--- src/rtl/uart_rx_pkg.sv ---
// Shared definitions for the UART receive path.
//   state_t : frame controller state encoding (IDLE..DONE)
//   PS_8    : oversampling ratio 8
//   PS_16   : oversampling ratio 16
package uart_rx_pkg;

    typedef enum logic [2:0] {
        IDLE   = 3'd0,
        START  = 3'd1,
        DATA   = 3'd2,
        PARITY = 3'd3,
        STOP   = 3'd4,
        DONE   = 3'd5
    } state_t;

    localparam logic [4:0] PS_8  = 5'd8;
    localparam logic [4:0] PS_16 = 5'd16;

endpackage

--- src/rtl/uart_rx_edge_bit_cnt.sv ---
// Oversampling edge counter and bit counter for the UART frame controller.
// Ports:
//   clk, rst  : clock, asynchronous active-low reset
//   enable    : advance the edge counter (frame in progress)
//   clear     : synchronous clear of both counters (wins over enable)
//   ps        : latched oversampling ratio
//   edge_cnt  : edge index within the current bit, 0..ps-1
//   bit_cnt   : number of completed bits since the last clear
//   bit_end   : edge_cnt is at the last edge of the bit
module uart_rx_edge_bit_cnt
    import uart_rx_pkg::*;
#(
    parameter int BIT_CNT_W = 4
) (
    input  logic                      clk,
    input  logic                      rst,
    input  logic                      enable,
    input  logic                      clear,
    input  logic [$bits(PS_16)-1:0]   ps,
    output logic [3:0]                edge_cnt,
    output logic [BIT_CNT_W-1:0]      bit_cnt,
    output logic                      bit_end
);

    assign bit_end = ({1'b0, edge_cnt} == (ps - 5'd1));

    always_ff @(posedge clk or negedge rst) begin
        if (!rst) begin
            edge_cnt <= '0;
            bit_cnt  <= '0;
        end else if (clear) begin
            edge_cnt <= '0;
            bit_cnt  <= '0;
        end else if (enable) begin
            if (bit_end) begin
                edge_cnt <= '0;
                bit_cnt  <= bit_cnt + 1'b1;
            end else begin
                edge_cnt <= edge_cnt + 4'd1;
            end
        end
    end

endmodule

--- src/rtl/uart_rx_frame_ctrl.sv ---
// UART receive frame controller: start detection, bit timing, LSB-first
// deserialisation, parity and stop checking, one-cycle result pulses.
// Optional build macro: UART_RX_ERR_CNT_EN enables the saturating error
// counter on err_cnt; without it err_cnt is constant 0.
// Ports:
//   clk, rst        : oversampling clock, asynchronous active-low reset
//   RX_IN           : synchronised serial line, idle high
//   Prescale        : oversampling ratio (8 or 16), latched at frame start
//   PAR_EN, PAR_TYP : parity present / odd parity
//   sampled_bit     : majority-voted bit from data_sampling
//   dat_samp_en     : data_sampling enable
//   edge_cnt        : edge index within the current bit
//   P_DATA          : last good byte
//   data_valid      : P_DATA updated this cycle
//   par_err, stp_err, strt_glitch : one-cycle error pulses
//   err_cnt         : saturating error count
//
// state  | meaning
// IDLE   | line idle, waiting for RX_IN low
// START  | timing the start bit
// DATA   | shifting in DATA_WIDTH data bits
// PARITY | sampling the parity bit
// STOP   | sampling the stop bit
// DONE   | one cycle; results registered on exit
module uart_rx_frame_ctrl
    import uart_rx_pkg::*;
#(
    parameter int DATA_WIDTH = 8
) (
    input  logic                  clk,
    input  logic                  rst,
    input  logic                  RX_IN,
    input  logic [4:0]            Prescale,
    input  logic                  PAR_EN,
    input  logic                  PAR_TYP,
    input  logic                  sampled_bit,
    output logic                  dat_samp_en,
    output logic [3:0]            edge_cnt,
    output logic [DATA_WIDTH-1:0] P_DATA,
    output logic                  data_valid,
    output logic                  par_err,
    output logic                  stp_err,
    output logic                  strt_glitch,
    output logic [7:0]            err_cnt
);

    localparam int BCW = $clog2(DATA_WIDTH + 1);
    localparam logic [BCW-1:0] LAST_BIT = BCW'(DATA_WIDTH - 1);

    state_t                state, next_state;
    logic [4:0]            ps_lat;
    logic                  par_en_lat;
    logic [DATA_WIDTH-1:0] shift_reg;
    logic                  par_mis;
    logic                  stop_bad;
    logic [BCW-1:0]        bit_cnt;
    logic                  bit_end;
    logic                  cnt_clear;

    assign dat_samp_en = (state == START) || (state == DATA) ||
                         (state == PARITY) || (state == STOP);

    // Clearing on the START bit end gives DATA a fresh bit count.
    assign cnt_clear = !dat_samp_en || ((state == START) && bit_end);

    uart_rx_edge_bit_cnt #(
        .BIT_CNT_W (BCW)
    ) u_cnt (
        .clk      (clk),
        .rst      (rst),
        .enable   (dat_samp_en),
        .clear    (cnt_clear),
        .ps       (ps_lat),
        .edge_cnt (edge_cnt),
        .bit_cnt  (bit_cnt),
        .bit_end  (bit_end)
    );

    always_ff @(posedge clk or negedge rst) begin
        if (!rst) begin
            state <= IDLE;
        end else begin
            state <= next_state;
        end
    end

    always_comb begin
        next_state = state;
        case (state)
            IDLE:    if (!RX_IN) next_state = START;
            START:   if (bit_end) next_state = sampled_bit ? IDLE : DATA;
            DATA:    if (bit_end && (bit_cnt == LAST_BIT))
                         next_state = par_en_lat ? PARITY : STOP;
            PARITY:  if (bit_end) next_state = STOP;
            STOP:    if (bit_end) next_state = DONE;
            DONE:    next_state = IDLE;
            default: next_state = IDLE;
        endcase
    end

    always_ff @(posedge clk or negedge rst) begin
        if (!rst) begin
            ps_lat      <= PS_8;
            par_en_lat  <= 1'b0;
            shift_reg   <= '0;
            par_mis     <= 1'b0;
            stop_bad    <= 1'b0;
            P_DATA      <= '0;
            data_valid  <= 1'b0;
            par_err     <= 1'b0;
            stp_err     <= 1'b0;
            strt_glitch <= 1'b0;
        end else begin
            data_valid  <= 1'b0;
            par_err     <= 1'b0;
            stp_err     <= 1'b0;
            strt_glitch <= 1'b0;
            case (state)
                IDLE: begin
                    if (!RX_IN) begin
                        // Anything other than 16 runs at 8 so the bit timer
                        // always has a sane period.
                        ps_lat     <= (Prescale == PS_16) ? PS_16 : PS_8;
                        par_en_lat <= PAR_EN;
                        par_mis    <= 1'b0;
                        stop_bad   <= 1'b0;
                    end
                end
                START: begin
                    if (bit_end && sampled_bit) strt_glitch <= 1'b1;
                end
                DATA: begin
                    if (bit_end) shift_reg <= {sampled_bit, shift_reg[DATA_WIDTH-1:1]};
                end
                PARITY: begin
                    if (bit_end) par_mis <= sampled_bit ^ (^shift_reg) ^ PAR_TYP;
                end
                STOP: begin
                    if (bit_end) stop_bad <= ~sampled_bit;
                end
                DONE: begin
                    par_err <= par_mis & par_en_lat;
                    stp_err <= stop_bad;
                    if (!(par_mis & par_en_lat) && !stop_bad) begin
                        P_DATA     <= shift_reg;
                        data_valid <= 1'b1;
                    end
                end
                default: ;
            endcase
        end
    end

`ifdef UART_RX_ERR_CNT_EN
    logic [7:0] err_q;

    always_ff @(posedge clk or negedge rst) begin
        if (!rst) begin
            err_q <= 8'd0;
        end else if ((par_err || stp_err || strt_glitch) && (err_q != 8'hFF)) begin
            err_q <= err_q + 8'd1;
        end
    end

    assign err_cnt = err_q;
`else
    assign err_cnt = 8'd0;
`endif

endmodule

--- config.mk ---
export PLATFORM = sky130hd
export DESIGN_NAME = uart_rx_frame_ctrl
export DESIGN_NICKNAME = d
export VERILOG_FILES = /design/src/rtl/uart_rx_pkg.sv /design/src/rtl/uart_rx_edge_bit_cnt.sv /design/src/rtl/uart_rx_frame_ctrl.sv
export SDC_FILE = /design/constraint.sdc
export NUM_CORES = 1
export LEC_CHECK = 0
export CORE_MARGIN = 1
export CORE_UTILIZATION = 30
export CTS_CLUSTER_DIAMETER = 60
export DETAILED_ROUTE_END_ITERATION = 10
export GPL_TIMING_DRIVEN = 0
export PLACE_DENSITY = 0.54
export SLEW_MARGIN = 30
export SYNTH_ARGS = -nofsm -noshare
export SYNTH_HDL_FRONTEND = slang
export SYNTH_SLANG_ARGS = --single-unit
--- constraint.sdc ---
create_clock -name clk -period 6.4 [get_ports clk]
set_clock_uncertainty 0.15 [all_clocks]
set_input_delay 0.64 -clock clk [delete_from_list [all_inputs] [get_ports clk]]
set_output_delay 0.64 -clock clk [all_outputs]
set_load 0.1 [all_outputs]
Yosys cells after proc, flatten, opt, wreduce, memory -nomap -nowiden

Cells that the tools add are included.

Output and inout bits: 25
Flip-flop bits (word level): 39
Logic and storage cells: 84
Input bits: 11

$add $sub $neg: 3
Reduce and logical (&&, ||, !) cells: 24
Muxes and demuxes: 26
Equality and inequality tests: 13
Bitwise operators: 5

Operator list:

| operator                                                            | number |
|---|---|
| 4-bit 2-to-1 mux                                                    | 6 |
| 3-bit 2-to-1 mux                                                    | 6 |
| 3-bit one-hot mux with 5 select lines                               | 1 |
| 1-bit 2-to-1 mux                                                    | 9 |
| 4-bit by 1-bit adder with 4-bit output (second input constant)      | 2 |
| 2-bit inequality test (second input constant)                       | 4 |
| 2-bit AND reduction                                                 | 4 |
| 2-bit nonzero test                                                  | 4 |
| 8-bit XOR reduction                                                 | 1 |
| 3-bit by 2-bit == test with 1-bit output (second input constant)    | 2 |
| 3-bit == test (second input constant)                               | 2 |
| 3-bit AND reduction                                                 | 2 |
| 4-bit by 5-bit == test with 1-bit output                            | 1 |
| 5-bit == test (second input constant)                               | 1 |
| 5-bit 2-to-1 mux                                                    | 1 |
| 5-bit AND reduction                                                 | 1 |
| 5-bit by 1-bit subtractor with 5-bit output (second input constant) | 1 |
| 4-bit by 3-bit == test with 1-bit output (second input constant)    | 1 |
| 1-bit logical AND                                                   | 4 |
| 1-bit logical OR                                                    | 4 |
| 1-bit one-hot mux with 2 select lines                               | 2 |
| 3-bit by 1-bit == test with 1-bit output (second input constant)    | 1 |
| 1-bit zero test                                                     | 3 |
| 3-bit zero test                                                     | 1 |
| other kinds (5)                                                     | 7 |

Longest topological paths before layout

Gate-level depths: netlist (run 1).

Depth in word-level cells: 8
Mapped depth: 7
Mapped depth without buffers: 5

Modules after synthesis

From an unflattened synthesis (run 1), not the netlist that was laid out.

Cells, all modules: 174
Area total of the unflattened synthesis: 1945.6 um2

By module, submodules not included:

| module               | instances | area each (um2) | seq. area each (um2) | cells an instance |
|---|---|---|---|---|
| uart_rx_frame_ctrl   | 1         | 1378.8          | 701.9                | 112 |
| uart_rx_edge_bit_cnt | 1         | 566.8           | 200.2                | 62 |

Worst setup path after synthesis (run 1)

OpenSTA, ideal clock, no wires.

Path type: flip-flop to output port
Start: reg state[0]
End: out dat_samp_en
Arrival time: 2316 ps
Required time: 5610 ps
Stages on the path, launching flop included: 4
Slack: 3294 ps
Path through: dfrtp_1 > clkbuf_1 > nor2_1 > xnor2_1

Longest elaborated chain between the ends: 4

RTL lines:

| item                                                                                                 | line                     | RTL |
|---|---|---|
| start, declared                                                                                      | uart_rx_frame_ctrl.sv:50 | `state_t state, next_state;` |
| start signal, assigned                                                                               | uart_rx_frame_ctrl.sv:83 | `state <= next_state;` |
| 3-bit by 1-bit == test with 1-bit output or 3-bit by 2-bit == test with 1-bit output (tied branches) | uart_rx_frame_ctrl.sv:60 | `assign dat_samp_en = (state == START) \|\| (state == DATA) \|\|` |
| 1-bit logical OR (2 in a row)                                                                        | uart_rx_frame_ctrl.sv:60 |  |
| 1-bit logical OR *                                                                                   | uart_rx_frame_ctrl.sv:61 | `(state == PARITY) \|\| (state == STOP);` |
| end, declared                                                                                        | uart_rx_frame_ctrl.sv:37 | `output logic dat_samp_en,` |

Mark *: on every way between the ends. The rest lies on a longest branch, timed or not.

Worst setup path in the final report (run 1)

Same ends and word-level chain as after synthesis.

==> Implementation_results.wiki, run 1 <==
{| class="wikitable"
! Metric !! Value
|-
| Maximum fanout along the worst path || 10
|-
| Cell Area, Synth || 1765 um2
|-
| Multiplexer share of the synthesized area || 0.1304
|-
| Synth Area in Simple Gates || 0.1453
|-
| Sw Ratio || 0.4171
|-
| Most frequent cells in the layout || sky130_fd_sc_hd__dfrtp_1, sky130_fd_sc_hd__clkdlybuf4s50_1, sky130_fd_sc_hd__nand2_1
|-
| Clock Root Buffer || sky130_fd_sc_hd__clkbuf_8
|-
| Wire per inst || 12.12 um
|-
| Share of cells above drive strength 1 || 0.2051
|-
| Sequential element share of the synthesized area || 0.5110
|-
| I/O pin count || 36
|-
| Clock tree from TritonCTS || yes
|-
| Number of buffers inserted for hold repair after clock tree synthesis || 0
|-
| Post-CTS Setup Bufs || 0
|-
| Total Die Area || 6195 um2
|-
| Type of destination of the critical path || output pin
|-
| Remaining global-route overflow || 0
|-
| Worst R2R Path Depth || 6
|-
| Mapped Cells || 152
|-
| CP Cell Sequence || clkbuf_1, nor2_1, xnor2_1, clkdlybuf4s50_1
|-
| Outcome || finished, final reports clean
|-
| Worst slew margin relative to its limit || 0.3491
|-
| Worst reg2reg endpoint || shift_reg[1]
|-
| Proportion of synthesized flip-flops having asynchronous set or reset || 1.000
|-
| Final worst path period share || 0.5325
|-
| Switching pwr || 0.3488 mW
|-
| Final TNS setup || 0 ns
|-
| Share of total power in sequential cells || 0.348
|-
| Number of detailed-routing iterations run before antenna repair || 4
|-
| Max Clk Rate || 293.4 MHz
|-
| Total instance count after detailed placement || 259
|-
| Clock period minus worst slack || 3.408 ns
|-
| Synthesized-area fraction occupied by ao, oa, aoi and oai cells || 0.06308
|-
| Flip-flop and latch count after synthesis || 36
|-
| Final antenna-violating net count || 0
|-
| Vias in the first global route || 1,175
|-
| Area contributors post-synth || sky130_fd_sc_hd__dfrtp_1, sky130_fd_sc_hd__mux2_4, sky130_fd_sc_hd__mux2_2
|-
| Number of DRC markers in iteration 0 || 37
|-
| Worst setup slack for register-to-register paths || 4.06 ns
|-
| Placeable core region || 5574 um2
|-
| # clock sinks || 36
|-
| Final-report setup violation count || 0
|-
| Count of pins over their slew limit || 0
|-
| Num CTS Buffers || 5
|-
| Fill cell instance count of the final layout || 557
|-
| Number of enable-type register cells in the synthesized netlist || 0
|-
| Die height || 78.71 um
|-
| Required time of the critical path || 5.61 ns
|-
| Commonest register cell after synthesis || sky130_fd_sc_hd__dfrtp_1
|-
| Synth Area in Adders || 0.01417
|-
| Library cell with the largest summed area after synthesis || sky130_fd_sc_hd__dfrtp_1
|-
| Yosys warning total || 0
|-
| Slew of the pin with the lowest slew margin || 0.9733 ns
|-
| Power density cells || 366.5 nW/um2
|-
| H-tree depth || 2
|-
| Critical path class || reg -> out
|-
| Final hold violation count || 0
|-
| Hold/Removal Path Class || in -> async
|-
| Average footprint of a synthesized cell || 11.61 um2
|-
| Synthesis-to-finish area growth || 29.27%
|-
| Number of placement rows || 27
|-
| Count of cells resized by post-cts repair || 0
|-
| Aggregate routed wire length || 3235 um
|-
| Buf+Inv Stages, Crit Path || 2
|-
| Wire length of the first global-routing pass || 5540 um
|-
| Leakage || 1.099 nW
|-
| Finished Layout Cells || 267
|-
| Core utilization of the finished layout || 0.4094
|-
| Detailed-placement wirelength estimate || 2365 um
|-
| Initial standard-cell utilization of the core || 0.3167
|-
| Library cell contributing the largest single delay on the critical path || sky130_fd_sc_hd__clkdlybuf4s50_1
|-
| Die Span X || 78.71 um
|-
| Worst reg2reg path startpoint || ps_lat[3]
|-
| Largest family of logic cells by synthesized area || simple AND/OR/NAND/NOR gates
|-
| Largest incremental delay on the critical path || 1.20 ns
|-
| Nets || 207
|-
| Diode insertion count for antenna repair || 0
|-
| Bufs on Longest Clock Path || 2
|-
| Pin count of the biggest net entering global routing || 24
|-
| Arrival time of the worst setup path || 2.62 ns
|-
| Setup repair after global routing missed its margin || no
|-
| Distinct cell type count after synthesis || 41
|-
| Vias || 1,206
|-
| Commonest non-fill, non-tap cell in the layout || sky130_fd_sc_hd__dfrtp_1
|-
| Gr usage total || 0.1156
|-
| Cell family with the largest share of critical-path delay || buffers and inverters
|-
| Part of the power in the clock network || 0.233
|-
| Portion of total power attributed to combinational logic || 0.419
|-
| Gpl congestion || 0.7801
|-
| Clk_lat worst skew || 0.28 ns
|-
| Startpoint Class || register
|-
| Vias per cell || 4.517
|-
| Max-capacitance violation count || 0
|-
| Post-synth top area share || 0.4961
|-
| Internal portion of total power || 0.4876 mW
|-
| Drt drc || 0
|-
| Worst vdd rail ir drop || 276.4 uV
|-
| Xor/xnor cell area share of the yosys netlist || 0.07229
|-
| Clock-pin slew of the registers on the worst-case setup and hold paths || 0.07 ns
|-
| Number of antenna violations at the first check in global routing || 0
|-
| Port-buffer cells || 27
|}
-- worst max path at each step --
| stage | start | end | cells past startpoint | slack (ns) |
|---|---|---|---|---|
| floorplan | state[0] | dat_samp_en | 3 | 3.29 |
| global placement | state[0] | dat_samp_en | 4 | 3.30 |
| detailed placement | state[0] | dat_samp_en | 4 | 3.32 |
| CTS | state[0] | dat_samp_en | 4 | 2.99 |
| global route | state[0] | dat_samp_en | 4 | 2.89 |
| finish | state[0] | dat_samp_en | 4 | 2.99 |
-- layout make-up --
class | count | area [um2] | share of cell area
Multi-Input combinational cell | 106 | 780.7 | 0.3421
Sequential cell | 36 | 902.1 | 0.3953
Clock inverter | 2 | 35.03 | 0.01535
Inverter | 4 | 15.01 | 0.006579
Clock buffer | 6 | 72.57 | 0.03180
Buffer | 13 | 93.84 | 0.04112
Tap cell | 72 | 90.09 | 0.03947
Timing Repair Buffer | 28 | 292.8 | 0.1283
-- power groups by stage --
stage / Clock, mW / Combinational, mW / Sequential, mW
global placement: 0 / 0.349 / 0.296
CTS: 0.200 / 0.355 / 0.292
detailed placement: 0 / 0.353 / 0.296
floorplan: 0 / 0.176 / 0.391
finish: 0.195 / 0.351 / 0.291
global route: 0.209 / 0.377 / 0.297
-- cell families after synthesis --
logic type | Yosys count
and+or+nand+nor | 49
DFF | 36
muxes | 18
buffers and inverters | 17
AOI/OAI and AO/OA | 16
xor gates and xnor gates | 13
adders and majority gates | 2
other | 1
-- Yosys cell counts (2+ instances only) --
library cell and number:
sky130_fd_sc_hd__o211ai_1 2, sky130_fd_sc_hd__nand3_1 7, sky130_fd_sc_hd__nor2b_1 2, sky130_fd_sc_hd__inv_1 4, sky130_fd_sc_hd__nor3_1 2, sky130_fd_sc_hd__buf_4 8
sky130_fd_sc_hd__xnor2_1 9, sky130_fd_sc_hd__dfrtp_1 35, sky130_fd_sc_hd__nor2_1 8, sky130_fd_sc_hd__mux2_4 8, sky130_fd_sc_hd__nand2b_1 2, sky130_fd_sc_hd__and3_1 2
sky130_fd_sc_hd__ha_1 2, sky130_fd_sc_hd__xor2_1 3, sky130_fd_sc_hd__nor4_1 2, sky130_fd_sc_hd__clkbuf_1 3, sky130_fd_sc_hd__a21oi_1 4, sky130_fd_sc_hd__nand2_1 15
sky130_fd_sc_hd__buf_6 2, sky130_fd_sc_hd__o2bb2ai_1 2, sky130_fd_sc_hd__a21boi_0 2, sky130_fd_sc_hd__mux2_2 8, sky130_fd_sc_hd__mux2i_1 2
-- metrics by stage --
step           power [mW]  instance area, um2  hold slack [ns]  setup WS (ns)
6_report           0.8364                2282           0.1089          2.992
3_5_place_dp       0.6492                2175           0.3358          3.323
4_1_cts            0.8472                2282           0.1084          2.990
5_1_grt            0.8834                2282           0.1204          2.891
2_1_floorplan      0.5670                1792           0.1944          3.294
3_3_place_gp       0.6449                2152           0.3368          3.304
-- worst reg2reg max path, delay by kind of cell, from the launching register on --
kind	cells	cell delay, ns
simple gates	2	0.76
compound gates	1	0.20
buf+inv	2	0.29
mux	1	0.30
flops	1	0.53
-- per-layer routing --
layer  track usage  vias to the layer above  wire, um
li1              -                      594         -
met1        0.1488                      574      1517
met2        0.1835                       33      1481
met3       0.03563                        5       202
met4       0.03889                        0        34
met5             0                        -         0
Note: power is estimated with default switching activity, not from simulation.
==> run 2, diff against run 1 <==
clock period = 3.5 ns   (was 6.4 ns; I/O delays follow)
==> Implementation_results.wiki, run 2 (synthesis gave the netlist of run 1 again) <==
{| class="wikitable"
! Metric !! Value
|-
| Final worst path period share || 0.8909
|-
| Gr usage total || 0.1156 (unchanged)
|-
| Num CTS Buffers || 5 (unchanged)
|-
| Nets || 208 (+0.48%)
|-
| Required time of the critical path || 3.00 ns (-2.61 ns)
|-
| Die Span X || 78.71 um (unchanged)
|-
| Vias || 1,208 (+0.17%)
|-
| Synthesis-to-finish area growth || 29.84%
|-
| Vias per cell || 4.507 (-0.21%)
|-
| Clock tree from TritonCTS || yes
|-
| CP Cell Sequence || clkbuf_1, nor2_1, xnor2_1, clkdlybuf4s50_1
|-
| Worst R2R Path Depth || 6 (unchanged)
|-
| Type of destination of the critical path || output pin
|-
| Hold/Removal Path Class || reg -> reg
|-
| Power density cells || 667.6 nW/um2 (+82%)
|-
| Count of pins over their slew limit || 0 (unchanged)
|-
| Die height || 78.71 um (unchanged)
|-
| Setup repair after global routing missed its margin || no
|-
| Number of logic stages on the critical path including buffering || 4 (unchanged)
|-
| Wire per inst || 12.08 um (-0.31%)
|-
| Pin count of the biggest net entering global routing || 24 (unchanged)
|-
| Clock period minus worst slack || 3.118 ns
|-
| Clock-pin slew of the registers on the worst-case setup and hold paths || 0.07 ns (about the same)
|-
| Share of cells above drive strength 1 || 0.2041 (-0.001047)
|-
| Min-Delay Path Depth || 1
|-
| Gpl congestion || 0.7801 (unchanged)
|-
| Critical path class || reg -> out
|-
| Number of antenna violations at the first check in global routing || 0 (unchanged)
|-
| Fill cell instance count of the final layout || 556 (-0.18%)
|-
| Total Die Area || 6195 um2 (unchanged)
|-
| Aggregate routed wire length || 3237 um (about the same)
|-
| Placeable core region || 5574 um2 (unchanged)
|-
| Number of detailed-routing iterations run before antenna repair || 4 (unchanged)
|-
| Number of buffers inserted for hold repair after clock tree synthesis || 1 (+1)
|-
| Final TNS setup || 0 ns (unchanged)
|-
| Max Clk Rate || 320.7 MHz
|-
| Post-CTS Setup Bufs || 0 (unchanged)
|-
| Library cell contributing the largest single delay on the critical path || sky130_fd_sc_hd__clkdlybuf4s50_1
|-
| Diode insertion count for antenna repair || 0 (unchanged)
|-
| Leakage || 1.103 nW (+0.38%)
|-
| Arrival time of the worst setup path || 2.62 ns (about the same)
|-
| Number of DRC markers in iteration 0 || 37 (unchanged)
|-
| Clk_lat worst skew || 0.28 ns (about the same)
|-
| Wire length of the first global-routing pass || 5540 um (unchanged)
|-
| Core utilization of the finished layout || 0.4112 (+0.001795)
|-
| Final antenna-violating net count || 0 (unchanged)
|-
| Port-buffer cells || 27 (unchanged)
|-
| Buf+Inv Stages, Crit Path || 2 (unchanged)
|-
| Final-report setup violation count || 0 (unchanged)
|-
| Most frequent cells in the layout || sky130_fd_sc_hd__dfrtp_1, sky130_fd_sc_hd__clkdlybuf4s50_1, sky130_fd_sc_hd__nand2_1
|-
| Cell family with the largest share of critical-path delay || buffers and inverters
|-
| Max-capacitance violation count || 0 (unchanged)
|-
| H-tree depth || 2 (unchanged)
|-
| I/O pin count || 36 (unchanged)
|-
| Final hold violation count || 0 (unchanged)
|-
| Worst slew margin relative to its limit || 0.3491 (unchanged)
|-
| Largest incremental delay on the critical path || 1.20 ns (about the same)
|-
| Outcome || finished, final reports clean
|-
| Number of placement rows || 27 (unchanged)
|-
| Detailed-placement wirelength estimate || 2365 um (unchanged)
|-
| Vias in the first global route || 1,175 (unchanged)
|-
| Bufs on Longest Clock Path || 2 (unchanged)
|-
| # clock sinks || 36 (unchanged)
|-
| Worst vdd rail ir drop || 505.6 uV (+83%)
|-
| Clock Root Buffer || sky130_fd_sc_hd__clkbuf_8
|-
| Initial standard-cell utilization of the core || 0.3167 (unchanged)
|-
| Drt drc || 0 (unchanged)
|-
| Maximum fanout along the worst path || 10 (unchanged)
|-
| Startpoint Class || register
|-
| Count of cells resized by post-cts repair || 0 (unchanged)
|-
| Remaining global-route overflow || 0 (unchanged)
|-
| Slew of the pin with the lowest slew margin || 0.9733 ns (unchanged)
|-
| Commonest non-fill, non-tap cell in the layout || sky130_fd_sc_hd__dfrtp_1
|}
## run 2: cell types whose count changed in the layout (fill, tap and decap cells not counted), sizes merged
cell and change:
dlygate4sd3 +1
## run 2: report_power, final
group	switching (mW)	internal, mW	total [mW]
registers	0.0520	0.480	0.532
clock network	0.144	0.211	0.356
logic	0.442	0.201	0.642
total	0.638	0.892	1.53
## run 2: worst reg2reg max path: stages (launching register included)
cell and delay [ns]:
sky130_fd_sc_hd__dfstp_2 0.53, sky130_fd_sc_hd__or3b_4 0.40, sky130_fd_sc_hd__a21o_1 0.20, sky130_fd_sc_hd__buf_6 0.13
sky130_fd_sc_hd__or3_4 0.36, sky130_fd_sc_hd__buf_6 0.16, sky130_fd_sc_hd__mux2_4 0.30
## run 2: metal layers
metal  global-route usage  share of wire
met5                    0              0
met4              0.03889          0.011
met3              0.03563          0.061
met2               0.1835           0.46
met1               0.1488           0.47
## run 2: final timing paths
| kind | startpoint | end | slack [ns] |
|---|---|---|---|
| setup reg to reg | ps_lat[3] | shift_reg[1] | 1.16 |
| max in group asynchronous | rst | ps_lat[3] | 2.34 |
| setup / recovery | state[0] | dat_samp_en | 0.38 |
| hold reg to reg | u_cnt.edge_cnt[0] | u_cnt.edge_cnt[0] | 0.34 |
| min in group asynchronous | rst | shift_reg[2] | 0.36 |
| hold / removal | u_cnt.edge_cnt[0] | u_cnt.edge_cnt[0] | 0.34 |
## run 2: layout make-up
| type | count | area (um2) | share of cell area |
|---|---|---|---|
| Sequential cell | 36 | 902.1 | 0.3936 |
| Clock inverter | 2 | 35.03 | 0.01528 |
| Clock buffer | 6 | 72.57 | 0.03166 |
| Multi-Input combinational cell | 106 | 780.7 | 0.3406 |
| Inverter | 4 | 15.01 | 0.006550 |
| Tap cell | 72 | 90.09 | 0.03930 |
| Timing Repair Buffer | 29 | 302.8 | 0.1321 |
| Buffer | 13 | 93.84 | 0.04094 |
## run 2: through the flow
step                instances  worst slack (ns)  hold WS, ns  area [um2]  total power [mW]
global placement          258            0.6938       0.3368        2152             1.179
floorplan                 159            0.6289     -0.09559        1792             1.037
global route              268            0.2807       0.3756        2292             1.616
CTS                       268            0.3802       0.3479        2292             1.550
detailed placement        259            0.7127       0.1301        2175             1.187
finish                    268            0.3820       0.3434        2292             1.530
==> run 3, diff against run 2 <==
CTS_CLUSTER_SIZE = 24   (was default)
PLACE_DENSITY = default   (was 0.54)
PLACE_DENSITY_LB_ADDON = 0.12   (was default)
==> Implementation_results.wiki, run 3 (synthesis gave the netlist of run 1 again) <==
{| class="wikitable"
! Metric !! Value
|-
| Synthesis-to-finish area growth || 28.84%
|-
| Layout Cell Area excl Fill || 2275 um2 (-0.76%)
|-
| Worst setup slack for register-to-register paths || 1.15 ns (about the same)
|-
| Final TNS setup || 0 ns (unchanged)
|-
| Maximum fanout along the worst path || 10 (unchanged)
|-
| Leakage || 1.093 nW (-0.88%)
|-
| Type of destination of the critical path || output pin
|-
| Detailed-placement wirelength estimate || 2545 um (+7.6%)
|-
| Worst vdd rail ir drop || 604.3 uV (+20%)
|-
| Part of the power in the clock network || 0.204 (-0.029)
|-
| Min-Delay Path Depth || 1 (unchanged)
|-
| Hold Path End || u_cnt.edge_cnt[0]
|-
| Hold/Removal Path Class || reg -> reg
|-
| Post-CTS Setup Bufs || 0 (unchanged)
|-
| Placeable core region || 5574 um2 (unchanged)
|-
| Outcome || finished, final reports clean
|-
| Arrival time of the worst setup path || 2.62 ns (about the same)
|-
| Num CTS Buffers || 5 (unchanged)
|-
| Final antenna-violating net count || 0 (unchanged)
|-
| Drt drc || 0 (unchanged)
|-
| Portion of total power attributed to combinational logic || 0.436 (+0.016)
|-
| Worst reg2reg endpoint || shift_reg[1]
|-
| Startpoint Class || register
|-
| Count of pins over their slew limit || 0 (unchanged)
|-
| Number of placement rows || 27 (unchanged)
|-
| Final-report setup violation count || 0 (unchanged)
|-
| Startpoint of the lowest-slack hold path || u_cnt.edge_cnt[0]
|-
| Bufs on Longest Clock Path || 2 (unchanged)
|-
| Wire per inst || 12.88 um (+6.6%)
|-
| H-tree depth || 2 (unchanged)
|-
| Vias || 1,215 (+0.58%)
|-
| Die Span X || 78.71 um (unchanged)
|-
| Vias in the first global route || 1,343 (+14%)
|-
| Initial standard-cell utilization of the core || 0.3167 (unchanged)
|-
| Aggregate routed wire length || 3451 um (+6.6%)
|-
| Max-capacitance violation count || 0 (unchanged)
|-
| Required time of the critical path || 3.00 ns (about the same)
|-
| Clock Root Buffer || sky130_fd_sc_hd__clkbuf_8
|-
| Worst R2R Path Depth || 6 (unchanged)
|-
| Count of cells resized by post-cts repair || 0 (unchanged)
|-
| Clk_lat worst skew || 0.28 ns (about the same)
|-
| Clock tree from TritonCTS || yes
|-
| Library cell contributing the largest single delay on the critical path || sky130_fd_sc_hd__clkdlybuf4s50_1
|-
| Switching pwr || 0.6435 mW (+0.87%)
|-
| Wire length of the first global-routing pass || 6058 um (+9.4%)
|-
| Nets || 208 (unchanged)
|-
| CP Cell Sequence || clkbuf_1, nor2_1, xnor2_1, clkdlybuf4s50_1
|-
| Pin count of the biggest net entering global routing || 20 (-17%)
|-
| Most frequent cells in the layout || sky130_fd_sc_hd__dfrtp_1, sky130_fd_sc_hd__clkdlybuf4s50_1, sky130_fd_sc_hd__nand2_1
|-
| Slew of the pin with the lowest slew margin || 0.9779 ns (+0.004550 ns)
|-
| Gr usage total || 0.1275 (+0.01189)
|-
| Number of DRC markers in iteration 0 || 43 (+16%)
|-
| Number of buffers inserted for hold repair after clock tree synthesis || 1 (unchanged)
|-
| Clock period minus worst slack || 3.121 ns (+0.002951 ns)
|-
| Placed instance area || 2175 um2 (unchanged)
|-
| Max Clk Rate || 320.4 MHz (about the same)
|-
| Worst slew margin relative to its limit || 0.3461 (-0.003043)
|-
| Share of total power in sequential cells || 0.360 (+0.012)
|-
| Diode insertion count for antenna repair || 0 (unchanged)
|-
| # clock sinks || 36 (unchanged)
|-
| Gpl congestion || 0.8425 (+8.0%)
|-
| Remaining global-route overflow || 0 (unchanged)
|-
| Commonest non-fill, non-tap cell in the layout || sky130_fd_sc_hd__dfrtp_1
|-
| Total Die Area || 6195 um2 (unchanged)
|-
| I/O pin count || 36 (unchanged)
|-
| Worst reg2reg path startpoint || ps_lat[3]
|-
| Setup repair after global routing missed its margin || no
|-
| Number of antenna violations at the first check in global routing || 0 (unchanged)
|-
| Clock-pin slew of the registers on the worst-case setup and hold paths || 0.07 ns (about the same)
|-
| Number of detailed-routing iterations run before antenna repair || 4 (unchanged)
|-
| Final hold violation count || 0 (unchanged)
|-
| Power density cells || 653.1 nW/um2 (-2.2%)
|-
| Final worst path period share || 0.8917 (about the same)
|-
| Largest incremental delay on the critical path || 1.20 ns (about the same)
|-
| Port-buffer cells || 27 (unchanged)
|-
| Sw Ratio || 0.4332 (+0.01626)
|-
| Critical path class || reg -> out
|-
| Die height || 78.71 um (unchanged)
|-
| Internal portion of total power || 0.8421 mW (-5.6%)
|-
| Share of cells above drive strength 1 || 0.1990 (-0.005102)
|-
| Vias per cell || 4.534 (+0.58%)
|}
[run 3: cell types whose count changed in the layout (fill, tap and decap cells not counted)]
cell                        previous run  this run
sky130_fd_sc_hd__bufinv_16             1         0
sky130_fd_sc_hd__clkbuf_1              4         5
sky130_fd_sc_hd__clkbuf_8              5         6
sky130_fd_sc_hd__clkinv_2              1         0
[run 3: worst max-delay path: cells and delay by family (launching register included)]
kind	cells	cell delay [ns]
xor+xnor	1	0.28
buf+inv	2	1.53
flops	1	0.36
simple gates	1	0.17
[run 3: through the flow]
stage	worst slack, ns	total power [mW]	hold WS [ns]	utilization	instances
finish	0.3790	1.486	0.3442	0.4081	268
global route	0.1872	1.570	0.3763	0.4081	268
CTS	0.3509	1.506	0.3570	0.4081	268
detailed placement	0.6958	1.192	0.1719	0.3901	259
global placement	0.7056	1.178	0.3328	0.3861	258
floorplan	0.6289	1.037	-0.09559	-	159
[run 3: metal layers]
metal,track usage,wire (um)
met2,0.2304,1798
met5,0,0
met4,0.05556,46
met3,0.03103,112
met1,0.1409,1493
[run 3: cell type report]
class / count / area, um2
inverters: 4 / 15.01
clock buffers: 8 / 90.09
repair buffers: 29 / 302.8
plain buffers: 13 / 93.84
multi-input cells: 106 / 780.7
fillers: 545 / 3299
well taps: 72 / 90.09
flip-flops and latches: 36 / 902.1
[run 3: worst max path at each step]
stage                                   end  slack [ns]  depth (start not counted)  startpoint
final                           dat_samp_en        0.38                          4    state[0]
after global routing            dat_samp_en        0.19                          4    state[0]
after detailed placement        dat_samp_en        0.70                          4    state[0]
after global placement          dat_samp_en        0.71                          4    state[0]
after floorplan           u_cnt.edge_cnt[3]        0.63                          5    state[0]
after CTS                       dat_samp_en        0.35                          4    state[0]
[run 3: power by group through the flow]
stage,Combinational [mW],Clock (mW),Sequential [mW]
2_1_floorplan,0.323,0,0.714
3_3_place_gp,0.637,0,0.541
3_5_place_dp,0.649,0,0.544
4_1_cts,0.654,0.316,0.536
5_1_grt,0.694,0.330,0.545
6_report,0.648,0.303,0.534
==> edit (config.mk and constraints of run 3) <==
The option `UART_RX_ERR_CNT_EN` is turned on by a define.
--- a/src/rtl/uart_rx_frame_ctrl.sv
+++ b/src/rtl/uart_rx_frame_ctrl.sv
@@ -23,4 +23,6 @@
 // STOP   | sampling the stop bit
 // DONE   | one cycle; results registered on exit
+`define UART_RX_ERR_CNT_EN
+
 module uart_rx_frame_ctrl
     import uart_rx_pkg::*;
Behaviour: same outputs for any inputs over 10 cycles, from zero or initial values and one cycle with rst low; that may be too few to reach the edited logic, so the function may still have changed.
==> edit against run 3 <==
  * The run now ends with DRC left
  * Clock power grew 40%
  * Non-clock buffer count shrank 2
  * Synthesized cell count grew 14%
  * Setup slack gained 0.096 ns
  * Wire length grew 20%
  * Cell area grew 16%
  * Critical path depth is the same
  * Total power grew 18%
  * Register-to-register slack gained 0.35 ns
  * Count of clock-buffer cells in the layout shrank 1
  * Area after synthesis grew 16%
  * Sequential cell count grew 8
  * First-iteration DRC count grew 26%
  * Critical path type unchanged
  * Critical endpoint unchanged
==> edit: results <==
<?xml version="1.0" encoding="UTF-8"?>
<metrics>
  <group name="status">
    <metric name="status" unit="">finished with violations</metric>
    <metric name="failed_checks" unit="">DRC</metric>
  </group>
  <group name="yosys">
    <metric name="synth_area_leaders" unit="">dfrtp_1, mux2_2, xnor2_1, xor2_1, nor2_1</metric>
    <metric name="ys_warn_count" unit="">0</metric>
    <metric name="ys_seq_area_frac" unit="">0.537</metric>
    <metric name="ys_async_sr_fraction" unit="">1.00</metric>
    <metric name="postSynthNetCount" unit="">187</metric>
    <metric name="syn-mean-instance-area" unit="um^2">11.9</metric>
    <metric name="yosys-top-cells-count" unit="">dfrtp_1, mux2_2, nor2_1</metric>
    <metric name="synth_cell_type_count" unit="">45</metric>
  </group>
  <group name="drt">
    <metric name="drt_drc_violations_left" unit="">5</metric>
    <metric name="drt_iter0_drc" unit="">54</metric>
    <metric name="drt_pass1_iterations" unit="">11</metric>
    <metric name="wl" unit="mm">4.14</metric>
    <metric name="vias" unit="">1447</metric>
    <metric name="wl_per_cell" unit="um">14.1</metric>
  </group>
  <group name="placed_design">
    <metric name="port-buffer-count" unit="">35</metric>
    <metric name="place_hpwl" unit="mm">2.93</metric>
    <metric name="place_ws" unit="ns">0.781</metric>
    <metric name="placement.cell_area" unit="um^2">2500</metric>
    <metric name="place.gp.congestion" unit="">0.782</metric>
  </group>
  <group name="worst_setup_path">
    <metric name="worst_path_cell_with_the_longest_stage_delay" unit="">clkdlybuf4s50_1</metric>
    <metric name="timing.critical_path.fanout_max" unit="">7</metric>
    <metric name="critPathMaxStageDelay" unit="ns">1.18</metric>
  </group>
  <group name="cells_and_area">
    <metric name="post_route_cells_drive_above_1_share" unit="">0.171</metric>
    <metric name="antenna-diode-count" unit="">0</metric>
    <metric name="finish.instance_area" unit="um^2">2630</metric>
    <metric name="fillers" unit="">620</metric>
    <metric name="fin_nets" unit="">230</metric>
  </group>
  <group name="global_route">
    <metric name="met1_usage" unit="">0.162</metric>
    <metric name="global_route_usage_over_all_layers" unit="">0.128</metric>
    <metric name="antenna_found_initial" unit="">0</metric>
    <metric name="grt_first_pass_wirelength" unit="mm">7.20</metric>
    <metric name="vias_in_the_first_global_route" unit="">1515</metric>
    <metric name="grt_max_degree" unit="">45</metric>
    <metric name="grt_util_met3" unit="">0.0403</metric>
    <metric name="grt_util_met2" unit="">0.211</metric>
  </group>
  <group name="cts">
    <metric name="cts.clk_slew.worst_paths" unit="ns">0.08</metric>
    <metric name="clock_tree.htree_level_count" unit="">2</metric>
    <metric name="cts_made_buffers" unit="">5</metric>
    <metric name="cts.root.buffer_cell" unit="">clkbuf_8</metric>
    <metric name="clock_path_buffers" unit="">2</metric>
    <metric name="clkLatencyLatePin" unit="ns">0.30</metric>
  </group>
  <group name="timing">
    <metric name="maxSlewHeadroom" unit="">0.351</metric>
  </group>
  <group name="hold_path">
    <metric name="worstHoldPathType" unit="">reg -&gt; reg</metric>
  </group>
  <group name="pwr">
    <metric name="power.switching" unit="mW">0.718</metric>
    <metric name="vdd_ir_drop_max" unit="mV">0.231</metric>
    <metric name="p_leak" unit="nW">1.21</metric>
  </group>
</metrics>
==> edit: critical path, delay by kind of cell (launching register included) <==
kind	cells	cell delay (ns)
flops	1	0.37
buf+inv	2	1.35
xor+xnor	1	0.20
simple gates	1	0.31
==> edit: power by group through the flow <==
stage	Clock, mW	Combinational [mW]	Sequential, mW
6_report	0.424	0.684	0.652
5_1_grt	0.467	0.737	0.661
4_1_cts	0.442	0.687	0.650
3_5_place_dp	0	0.683	0.661
3_3_place_gp	0	0.672	0.655
2_1_floorplan	0	0.316	0.858
==> edit: kinds of logic after synthesis <==
group / count (synthesis) / share of synthesized area
simple gates: 51 / 0.145
flops: 44 / 0.537
compound gates: 27 / 0.0872
mux: 20 / 0.109
xor+xnor: 18 / 0.0835
buf+inv: 10 / 0.0201
fa+ha+maj: 3 / 0.0183
==> edit: area by class of cell <==
class,count,share of cell area
sequential,44,0.419
multi-input combinational,119,0.345
timing repair buffer,36,0.136
clock buffer,7,0.0366
tap,77,0.0366
clock inverter,1,0.0114
inverter,6,0.00855
buffer,4,0.00713
==> edit: worst paths after layout <==
path | from | to | slack [ns] | cells after the start
max in group asynchronous | rst | shift_reg[0] | 2.37 | 2
setup / recovery | state[0] | dat_samp_en | 0.48 | 4
hold / removal | u_cnt.edge_cnt[0] | u_cnt.edge_cnt[0] | 0.34 | 1
setup reg to reg | ps_lat[3] | shift_reg[0] | 1.50 | 4
min in group asynchronous | rst | ps_lat[4] | 0.44 | 2
hold reg to reg | u_cnt.edge_cnt[0] | u_cnt.edge_cnt[0] | 0.34 | 1
==> edit: layer usage <==
metal	wire, um	part of all wire
met2	1980	0.48
met4	10	0.0024
met3	200	0.048
met5	0	0
met1	1950	0.47
==> edit: timing repair <==
item                      in CTS  in global routing
hold endpoints to repair      43                  0
hold buffers                   1                  0
resized for setup              0                  0
